<file path="config.mk">
export PLATFORM = sky130hd
export DESIGN_NAME = lsu_writeback
export DESIGN_NICKNAME = d
export VERILOG_FILES = /design/src/rtl/lsu_writeback.sv
export SDC_FILE = /design/constraint.sdc
export NUM_CORES = 1
export LEC_CHECK = 0
export BUFFER_PORTS_ARGS = -buffer_cell sky130_fd_sc_hd__buf_2
export CORE_UTILIZATION = 45
export CTS_CLUSTER_SIZE = 12
export DETAILED_ROUTE_END_ITERATION = 7
export PLACE_DENSITY = 0.81
export SETUP_SLACK_MARGIN = 0.05
export SYNTH_ARGS = -nofsm -noshare
export SYNTH_HDL_FRONTEND = slang
export SYNTH_SLANG_ARGS = --single-unit
</file>
<file path="constraint.sdc">
create_clock -name clk -period 3.5 [get_ports clk]
set_input_delay 0.175 -clock clk [delete_from_list [all_inputs] [get_ports clk]]
set_output_delay 0.175 -clock clk [all_outputs]
set_load 0.05 [all_outputs]
</file>
<file path="src/rtl/lsu_writeback.sv">
// lsu_writeback: multi-cycle load/store unit that sits between execute and
// the register-file write port. It accepts one load or store per transaction
// and runs a valid/ready request to data memory. It then waits for the
// response, formats load data and retires the instruction with a done pulse.
// Misaligned accesses, illegal encodings and response timeouts retire with
// err instead.
//
// Ports:
//   clk, rst_n                 clock, asynchronous active-low reset
//   req_valid/req_ready        execute hand-off (ready only while idle)
//   req_instr/addr/wdata       instruction, effective byte address, rs2 data
//   mem_req_valid/ready        memory request handshake
//   mem_we/addr/wstrb/wdata    request payload (word address, byte lanes)
//   mem_rsp_valid, mem_rdata   read data or write acknowledge
//   rf_w_en/rd_id/wdata        register-file write port (one-cycle pulse)
//   busy                       stall to the core while not idle
//   done, err                  retire pulse; err marks a faulted retire
module lsu_writeback #(
  parameter int ADDR_W  = 32,
  parameter int TIMEOUT = 255
) (
  input  logic              clk,
  input  logic              rst_n,
  input  logic              req_valid,
  output logic              req_ready,
  input  logic [31:0]       req_instr,
  input  logic [ADDR_W-1:0] req_addr,
  input  logic [31:0]       req_wdata,
  output logic              mem_req_valid,
  input  logic              mem_req_ready,
  output logic              mem_we,
  output logic [ADDR_W-1:0] mem_addr,
  output logic [3:0]        mem_wstrb,
  output logic [31:0]       mem_wdata,
  input  logic              mem_rsp_valid,
  input  logic [31:0]       mem_rdata,
  output logic              rf_w_en,
  output logic [4:0]        rf_rd_id,
  output logic [31:0]       rf_wdata,
  output logic              busy,
  output logic              done,
  output logic              err
);

  localparam logic [6:0] OP_LOAD  = 7'b0000011;
  localparam logic [6:0] OP_STORE = 7'b0100011;
  localparam int CNT_W = (TIMEOUT < 2) ? 1 : $clog2(TIMEOUT + 1);

  typedef enum logic [2:0] {
    S_IDLE,
    S_REQ,
    S_WAIT_RSP,
    S_WB,
    S_DONE,
    S_ERR
  } state_t;

  state_t           state;
  logic [CNT_W-1:0] wait_cnt;
  logic [2:0]       funct3_q;
  logic [1:0]       offset_q;
  logic [4:0]       rd_q;
  logic             is_load_q;

  logic [6:0]  in_opcode;
  logic [2:0]  in_funct3;
  logic        in_is_load;
  logic        in_is_store;
  logic        in_legal;
  logic        in_misaligned;
  logic [3:0]  in_wstrb;
  logic [31:0] in_wdata_lanes;
  logic [31:0] rsp_shifted;
  logic [31:0] load_result;
  logic        timeout_hit;

  // Only opcode, funct3 and rd of the instruction matter to this unit.
  logic unused_instr_bits;
  assign unused_instr_bits = ^req_instr[31:15];

  assign req_ready     = (state == S_IDLE);
  assign busy          = (state != S_IDLE);
  assign mem_req_valid = (state == S_REQ);
  assign rf_rd_id      = rd_q;

  // Decode the incoming request and pre-compute the store lane layout so the
  // memory payload can be registered once on acceptance and held in REQ.
  always_comb begin
    in_opcode   = req_instr[6:0];
    in_funct3   = req_instr[14:12];
    in_is_load  = (in_opcode == OP_LOAD);
    in_is_store = (in_opcode == OP_STORE);

    in_legal = 1'b0;
    if (in_is_load) begin
      case (in_funct3)
        3'b000, 3'b001, 3'b010, 3'b100, 3'b101: in_legal = 1'b1;
        default:                                in_legal = 1'b0;
      endcase
    end else if (in_is_store) begin
      in_legal = !in_funct3[2] && (in_funct3[1:0] != 2'b11);
    end

    case (in_funct3[1:0])
      2'b01:   in_misaligned = req_addr[0];
      2'b10:   in_misaligned = (req_addr[1:0] != 2'b00);
      default: in_misaligned = 1'b0;
    endcase

    in_wstrb       = 4'b0000;
    in_wdata_lanes = 32'h0000_0000;
    if (in_is_store) begin
      case (in_funct3[1:0])
        2'b00: begin
          in_wstrb       = 4'b0001 << req_addr[1:0];
          in_wdata_lanes = {4{req_wdata[7:0]}};
        end
        2'b01: begin
          in_wstrb       = req_addr[1] ? 4'b1100 : 4'b0011;
          in_wdata_lanes = {2{req_wdata[15:0]}};
        end
        default: begin
          in_wstrb       = 4'b1111;
          in_wdata_lanes = req_wdata;
        end
      endcase
    end
  end

  // Bring the addressed byte/half down to bit 0, then extend. funct3[2]
  // selects zero extension (lbu/lhu).
  always_comb begin
    rsp_shifted = mem_rdata >> {offset_q, 3'b000};
    case (funct3_q)
      3'b000:  load_result = {{24{rsp_shifted[7]}}, rsp_shifted[7:0]};
      3'b001:  load_result = {{16{rsp_shifted[15]}}, rsp_shifted[15:0]};
      3'b100:  load_result = {24'h000000, rsp_shifted[7:0]};
      3'b101:  load_result = {16'h0000, rsp_shifted[15:0]};
      default: load_result = rsp_shifted;
    endcase
  end

  // The counter holds the number of completed WAIT_RSP cycles. The timeout
  // fires at the end of the TIMEOUT-th cycle, so a response in that same
  // cycle is still taken.
  assign timeout_hit = (TIMEOUT != 0) &&
                       ((32'(wait_cnt) + 32'd1) == 32'(TIMEOUT));

  // Single FSM. The retire pulses are set on the transition into WB, DONE
  // or ERR, so they are registered and last exactly the one cycle spent in
  // that state.
  always_ff @(posedge clk or negedge rst_n) begin
    if (!rst_n) begin
      state     <= S_IDLE;
      wait_cnt  <= '0;
      funct3_q  <= 3'b000;
      offset_q  <= 2'b00;
      rd_q      <= 5'd0;
      is_load_q <= 1'b0;
      mem_we    <= 1'b0;
      mem_addr  <= '0;
      mem_wstrb <= 4'b0000;
      mem_wdata <= 32'h0000_0000;
      rf_w_en   <= 1'b0;
      rf_wdata  <= 32'h0000_0000;
      done      <= 1'b0;
      err       <= 1'b0;
    end else begin
      rf_w_en <= 1'b0;
      done    <= 1'b0;
      err     <= 1'b0;
      case (state)
        S_IDLE: begin
          if (req_valid) begin
            funct3_q  <= in_funct3;
            offset_q  <= req_addr[1:0];
            rd_q      <= req_instr[11:7];
            is_load_q <= in_is_load;
            mem_we    <= in_is_store;
            mem_addr  <= {req_addr[ADDR_W-1:2], 2'b00};
            mem_wstrb <= in_wstrb;
            mem_wdata <= in_wdata_lanes;
            if (!in_legal || in_misaligned) begin
              state <= S_ERR;
              done  <= 1'b1;
              err   <= 1'b1;
            end else begin
              state <= S_REQ;
            end
          end
        end
        S_REQ: begin
          if (mem_req_ready) begin
            state    <= S_WAIT_RSP;
            wait_cnt <= '0;
          end
        end
        S_WAIT_RSP: begin
          wait_cnt <= wait_cnt + CNT_W'(1);
          if (mem_rsp_valid) begin
            done <= 1'b1;
            if (is_load_q) begin
              state    <= S_WB;
              rf_wdata <= load_result;
              rf_w_en  <= (rd_q != 5'd0);
            end else begin
              state <= S_DONE;
            end
          end else if (timeout_hit) begin
            state <= S_ERR;
            done  <= 1'b1;
            err   <= 1'b1;
          end
        end
        default: state <= S_IDLE;
      endcase
    end
  end

endmodule

</file>
# Yosys cells after proc, flatten, opt, wreduce, memory -nomap -nowiden
# Index checks and enable logic that the tools add are counted.
# totals
reg_bits	124
in_bits	133
output_inout_bits	112
# op_classes
add_sub_neg	2
n_eq_ne	18
reduce_logical	17
mux	29
n_shift	2
# op_table
operator	n
32-bit one-hot mux with 4 select lines	1
32-bit one-hot mux with 2 select lines	1
32-bit 2-to-1 mux	1
32-bit by 5-bit right shift with 32-bit output	1
3-bit 2-to-1 mux	6
8-bit one-hot mux with 2 select lines	1
3-bit == test, second input constant	4
1-bit 2-to-1 mux	11
8-bit by 1-bit adder with 9-bit output, second input constant	1
3-bit by 1-bit == test with 1-bit output, second input constant	3
9-bit by 8-bit == test with 1-bit output, second input constant	1
3-bit zero test	3
3-bit one-hot mux with 3 select lines	1
8-bit by 1-bit adder with 8-bit output, second input constant	1
4-bit 2-to-1 mux	2
8-bit 2-to-1 mux	1
4-bit one-hot mux with 2 select lines	1
7-bit by 2-bit == test with 1-bit output, second input constant	1
7-bit by 6-bit == test with 1-bit output, second input constant	1
3-bit by 2-bit == test with 1-bit output, second input constant	2
1-bit one-hot mux with 2 select lines	3
3-bit AND reduction	2
5-bit nonzero test	1
5-bit OR reduction	1
13 further kinds	17

# Depth between registers and ports, before layout
# Gate-level depths: netlist (run 1).
# logic_depth
word_depth	9
ltp_mapped	9

# Least setup slack after synthesis (run 1)
# Ideal clock, no wire load.
# synth_path
path_type	flip-flop to flip-flop
start	reg state[1]
end	reg mem_wdata[0]
period_less_slack_ps	2336
arrival_ps	2269
n_path_buf	3
setup_ps	67
slack_ps	1164
path_stages_with_launch	9
cell_sequence	dfrtp_1 > or3_1 > inv_2 > and2_1 > clkbuf_1 > and3_1 > buf_2 > buf_2 > a22o_1
# synth_between
elab_chain_cells	2
# synth_rtl
element	line_no	rtl
start, declared	58	state_t state;
start signal, assigned	154	state <= S_IDLE;
start signal, assigned	184	state <= S_ERR;
start signal, assigned	188	state <= S_REQ;
3-bit zero test	-	
named net req_ready	25	output logic req_ready,
2-bit AND reduction (no line)	-	
end signal, assigned	182	mem_wdata <= in_wdata_lanes;
end, declared	34	output logic [31:0] mem_wdata,
# The timed path passes the listed nets, and every way through them passes these cells.
# A chain may end at the register's enable or synchronous reset.

# Worst setup path in the final report (run 1)
# layout_path
start	reg offset_q[1]
end	reg rf_wdata[16]
# layout_between
elab_chain_cells	2
# layout_rtl
element	line_no	rtl
start, declared	61	logic [1:0] offset_q;
start signal, assigned	176	offset_q <= req_addr[1:0];
32-bit by 5-bit right shift with 32-bit output	133	rsp_shifted = mem_rdata >> {offset_q, 3'b000};
32-bit one-hot mux with 4 select lines	134	case (funct3_q)
end signal, assigned	204	rf_wdata <= load_result;
end, declared	39	output logic [31:0] rf_wdata,
# No other way between the ends.

==> flow_summary.toml, run 1 <==
[critical_path]
path_cells = "nor2b_1 -> o2bb2ai_1 -> mux2i_1 -> or4_4 -> o311ai_1"
max_stage_delay_ns = 0.84
crit_path_max_fanout = 27
arrival_ns = 2.80
ff2ff_setup_slack_ns = 1.0
cp.required_ns = 3.80
r2r-end = "rf_wdata[16]"
reg2reg_from = "offset_q[1]"
critical-path-top-delay-family = "simple AND/OR/NAND/NOR gates"
critPathCaptureType = "flip-flop"
critPathSlowestCell = "dfrtp_1"
startpoint_type = "flip-flop"
crit_type = "flip-flop to flip-flop"
reg2reg_depth = 5
worst-path-buf-inv = 0

[die]
chipWidth_um = 115.6
core_area_um2 = 12620
num_rows = 41
die_h_um = 115.6
die-area_um2 = 13350
start_util = 0.4598
io_pins = 245

[synthesis]
yosys.cell_types.count = 45
ys_seq_area_frac = 0.5347
synthAdderAreaFrac = 0.01294
synthMuxAreaShare = 0.06016
synth_top_cell_by_area = "dfrtp_1"
avgSynthCellArea_um2 = 9.168
yosys-top-cells-area = "dfrtp_1, nand2_1, mux2i_1"
synth_top_cell_area_share = 0.5347
synth-simple-area-share = 0.2152
synth_top_family_by_area = "simple AND/OR/NAND/NOR gates"
syn-cell-area_um2 = 5803
ys_ff_latch = 124
synth_compound_area_frac = 0.1350
synth_cells = 633
synth-xor-area-share = 0.004528
yosysWarnings = 0

[timing]
period_needed_ns = 2.501
finalCritPeriodShare = 0.7145
whs_ns = 0.01625
setup_viol = 0
tns_ns = 0
hold_viol = 0
setup_slack_ns = 0.9994
grt_setup_unrepaired = "false"
slew_violations = 0
maxSlewHeadroom = 0.3141
worst_pin_slew_ns = 1.023
clock_skew_ns = 0.006553
max_freq_mhz = 399.9

[routing]
drtIter0Drc = 397
wirelength_um = 17120
wl_per_cell_um = 16.03
drc = 0
vias = 5554
drtAntennaViolNets = 0
firstDrtPassIters = 5
viasPerCell = 5.200

[pwr]
power_density_nw_per_um2 = 754.5
finalPower_mw = 6.059
p_leak_nw = 4.422
vdd_drop_max_v = 0.0004875

[clock_network]
cts_tree = "yes"
cts_buffers = 17
clock_latency_ns = 0.41
clk_pin_slew_worst_paths_ns = 0.05
htreeDepth = 4
post_cts_buffers = 0
cts_max_path_buffers = 2
cts-root-buf = "clkbuf_16"
cts.sinks = 124

[place]
gp_congestion = 0.8191
port_buffers = 225
hpwl_um = 11550
dp.cells = 999
place_ws_ns = 1.061

[hold_path]
whs_path_depth = 3
hp-start = "req_wdata[29]"
min_to = "mem_wdata[29]"
hp-class = "primary input to flip-flop"

[global_routing]
grt_antenna_before_repair = 0
grt_pass1_vias = 5388
grt_pass1_wl_um = 26620
grt_max_degree = 65
grtUsageTotal = 0.2631
overflow = 0

[layout]
syn_to_final_growth_pct = 38.38
final_cells = 1068
drive_above_1_share = 0.3207
final_nets = 1023

[run]
maxCapViolCount = 0

[outcome]
status = "completed"
-- cell type report --
| class | instances | area [um2] |
|---|---|---|
| antenna | 1 | 2.502 |
| clock buffer | 23 | 488.0 |
| clock inverter | 7 | 112.6 |
| fill | 1034 | 4589 |
| inverter | 6 | 22.52 |
| multi-input combinational | 463 | 2497 |
| sequential | 124 | 3103 |
| tap | 172 | 215.2 |
| timing repair buffer | 272 | 1589 |
-- power breakdown --
group	internal, mW	switching, mW
Sequential	1.72	0.243
Combinational	0.601	1.70
Clock	1.18	0.606
-- what timing repair did --
item | 4_1_cts | 5_1_grt
endpoints found under the hold margin | 100 | 0
gates resized for setup | 0 | 0
hold buffers | 38 | 0
-- metrics by stage --
| step | area [um2] | utilization |
|---|---|---|
| 6_report | 8030 | 0.6363 |
| 5_1_grt | 8028 | 0.6361 |
| 4_1_cts | 8028 | 0.6361 |
| 3_5_place_dp | 7047 | 0.5584 |
| 3_3_place_gp | 7047 | 0.5584 |
| 2_1_floorplan | 5807 | - |
-- state kept, by name (all words and copies together), names as in the netlist --
signal     flops
done           1
err            1
funct3_q       3
is_load_q      1
mem_addr      30
mem_wdata     32
mem_we         1
mem_wstrb      4
offset_q       2
rf_rd_id       5
rf_w_en        1
rf_wdata      32
state          3
wait_cnt       8
-- worst reg2reg max path: cells and delay by family (launching register included) --
family	cells	cell delay, ns
mux	1	0.11
flops	1	0.84
simple gates	2	1.11
compound gates	2	0.34
-- cells in the final DEF (no fill, tap or decap), drive strengths merged, types with 4 or more instances in the layout --
cell type	instances
inv	6
mux2	7
o311ai	8
dfrtp	124
nand3	22
o21ai	58
buf	234
clkbuf	23
nor3	4
a22o	18
a21oi	16
o211ai	8
ha	6
nor2	37
nand2	216
dlygate4sd3	38
mux2i	27
-- routing by layer --
metal	wire length, um	global-route usage	up-vias
met3	1227	0.06485	29
li1	-	-	2635
met5	0	0	-
met2	8635	0.4547	262
met1	6913	0.3132	2628
met4	348	0.1108	0
-- synthesized netlist by cell type, drive strengths merged --
cell / n
a2111oi: 1
a21oi: 16
a22o: 18
a31oi: 2
and2: 2
and3: 2
buf: 14
clkbuf: 27
conb: 1
dfrtp: 124
ha: 6
inv: 6
mux2: 7
mux2i: 27
nand2: 216
nand2b: 3
nand3: 22
nand4: 2
nor2: 37
nor2b: 1
nor3: 4
nor3b: 1
nor4: 1
o211a: 1
o211ai: 8
o21ai: 58
o21bai: 1
o221ai: 1
o22a: 1
o22ai: 3
o2bb2ai: 1
o311ai: 8
o41ai: 2
or2: 2
or3: 3
or4: 1
xnor2: 1
xor2: 2
-- worst max path at each step --
stage | from | endpoint | slack (ns) | depth (start not counted)
after floorplan | state[1] | mem_wdata[0] | 1.16 | 8
after global placement | offset_q[1] | rf_wdata[21] | 1.10 | 5
after detailed placement | offset_q[1] | rf_wdata[21] | 1.06 | 5
after CTS | offset_q[1] | rf_wdata[16] | 1.02 | 5
after global routing | offset_q[1] | rf_wdata[22] | 0.82 | 5
final | offset_q[1] | rf_wdata[16] | 1.0 | 5
-- kinds of logic after synthesis --
| logic type | after synthesis |
|---|---|
| mux | 34 |
| buf+inv | 47 |
| fa+ha+maj | 6 |
| flops | 124 |
| compound gates | 121 |
| xor+xnor | 3 |
| other cells | 1 |
| simple gates | 297 |
Power figures use the tool's default switching activity.
==> run 2: changes to the inputs <==
--- a/config.mk
+++ b/config.mk
@@ -6,10 +6,10 @@
 export NUM_CORES = 1
 export LEC_CHECK = 0
 export BUFFER_PORTS_ARGS = -buffer_cell sky130_fd_sc_hd__buf_2
-export CORE_UTILIZATION = 45
+export CORE_UTILIZATION = 44
 export CTS_CLUSTER_SIZE = 12
 export DETAILED_ROUTE_END_ITERATION = 7
-export PLACE_DENSITY = 0.81
+export PLACE_DENSITY = 0.82
 export SETUP_SLACK_MARGIN = 0.05
 export SYNTH_ARGS = -nofsm -noshare
 export SYNTH_HDL_FRONTEND = slang
==> constraint.sdc (replaced) <==
create_clock -name clk -period 2.3 [get_ports clk]
set_input_delay 0.115 -clock clk [delete_from_list [all_inputs] [get_ports clk]]
set_output_delay 0.115 -clock clk [all_outputs]
set_load 0.05 [all_outputs]
==> run 2 against run 1 <==
  * Maximum frequency increased by 21%
  * Critical path type unchanged
  * Cell count increased by 4.2%
  * Combinational power increased by 62%
  * Clock skew increased by 0.0029 ns
  * Highest routed layer unchanged
  * Core utilization increased by 2.7 points
  * Via count increased by 6.8%
  * Sequential cell count unchanged
  * First-iteration DRC count increased by 13%
  * Sequential share of layout area decreased by 1.9 points
  * Design area increased by 5.0%
  * Worst hold slack improved by 0.0065 ns
==> flow_summary.toml, run 2 (synthesis results as in run 1) <==
[outcome]
status = "completed"

[timing]
setup_slack_ns = 0.2361
finalCritPeriodShare = 0.8974
hold_viol = 0
worst_pin_slew_ns = 0.6979
tns_ns = 0
maxSlewHeadroom = 0.5347
max_freq_mhz = 484.5
slew_violations = 0
grt_setup_unrepaired = "false"
period_needed_ns = 2.064
clock_skew_ns = 0.009474
setup_viol = 0
whs_ns = 0.02276

[pwr]
p_seq_frac = 0.325
power_frac_clock = 0.269
power_density_nw_per_um2 = 1086
vdd_drop_max_v = 0.0009808
switching_share = 0.4369
p_switching_mw = 4.002
p_leak_nw = 4.577
finalPower_mw = 9.159
combPwrFrac = 0.406
power.internal_mw = 5.157

[layout]
final_nets = 1067
syn_to_final_growth_pct = 45.34
post-route-util = 0.6630
top_regs = "mem_wdata (32), rf_wdata (32), mem_addr (30)"
diodes = 0
drive_above_1_share = 0.3146
design_area_um2 = 8434
final_cells = 1113
final_cell_mix = "buf_2, nand2_1, dfrtp_1"
layout_commonest_cell = "buf_2"

[place]
place_ws_ns = 0.2089
gp_congestion = 0.8012
place_area_um2 = 7109
port_buffers = 225
dp.cells = 1005
hpwl_um = 11580

[clock_network]
cts_tree = "yes"
cts_max_path_buffers = 2
cts-root-buf = "clkbuf_16"
cts_buffers = 17
clock_latency_ns = 0.42
clk_pin_slew_worst_paths_ns = 0.05
htreeDepth = 4
cts.sinks = 124
post_cts_buffers = 0

[global_routing]
grt_max_degree = 125
met3_usage = 0.08960
grt_pass1_vias = 5615
grtUsageTotal = 0.2762
grt_antenna_before_repair = 0
use_met2 = 0.4600
grt_use_met1 = 0.3255
grt_busiest_layer = "met2"
overflow = 0
grt_pass1_wl_um = 28180

[critical_path]
critPathCaptureType = "flip-flop"
reg2reg_from = "wait_cnt[0]"
crit_path_max_fanout = 6
startpoint_type = "flip-flop"
cp.required_ns = 2.59
arrival_ns = 2.36
crit_type = "flip-flop to flip-flop"
startpoint = "wait_cnt[0]"

[die]
die_h_um = 116.8
io_pins = 245
start_util = 0.4561
core_area_um2 = 12720
chipWidth_um = 116.8
die-area_um2 = 13650
num_rows = 41

[run]
maxCapViolCount = 0

[hold_path]
hp-class = "primary input to flip-flop"
hp-start = "mem_rdata[29]"

[routing]
drtIter0Drc = 450
firstDrtPassIters = 5
drc = 0
wl_per_cell_um = 16.78
drtAntennaViolNets = 0
vias = 5934
viasPerCell = 5.332
wirelength_um = 18680
## run 2: layout make-up
class / count / area [um2]
clock buffers: 21 / 450.4
clock inverters: 11 / 96.34
fillers: 962 / 4288
inverters: 6 / 22.52
multi-input cells: 463 / 2520
flip-flops and latches: 124 / 3103
well taps: 172 / 215.2
repair buffers: 316 / 2027
## run 2: worst max-delay path: stages, from the launching register on
cell and delay, ns:
dfrtp_1 0.42, ha_1 0.26, nand3_2 0.14, or3_1 0.39
a2111oi_4 0.42, nor3_1 0.13, o21bai_1 0.18
## run 2: power by group through the flow
stage               Combinational [mW]  Clock [mW]  Sequential [mW]
floorplan                         1.45           0             4.11
global placement                  3.50           0             2.96
detailed placement                3.55           0             2.98
CTS                               3.66        2.51             2.96
global route                      3.97        2.61             3.03
finish                            3.72        2.47             2.98
## run 2: worst paths after layout
kind | to | slack, ns | depth (start not counted)
hold / removal | rf_wdata[29] | 0.02 | 3
min in group asynchronous | rf_wdata[27] | 0.31 | 3
setup / recovery | state[1] | 0.24 | 6
setup reg to reg | state[1] | 0.24 | 6
max in group asynchronous | rf_wdata[0] | 1.43 | 3
hold reg to reg | mem_addr[29] | 0.47 | 2
## run 2: per-layer routing
layer	up-vias	share of wire
met5	-	0
met4	0	0.034
met3	46	0.086
met2	343	0.49
met1	2814	0.39
li1	2731	-
## run 2: what timing repair did
action                     CTS  global route
hold endpoints to repair   199             0
hold buffers                76             0
setup endpoints to repair    0             3
resized for setup            0             2
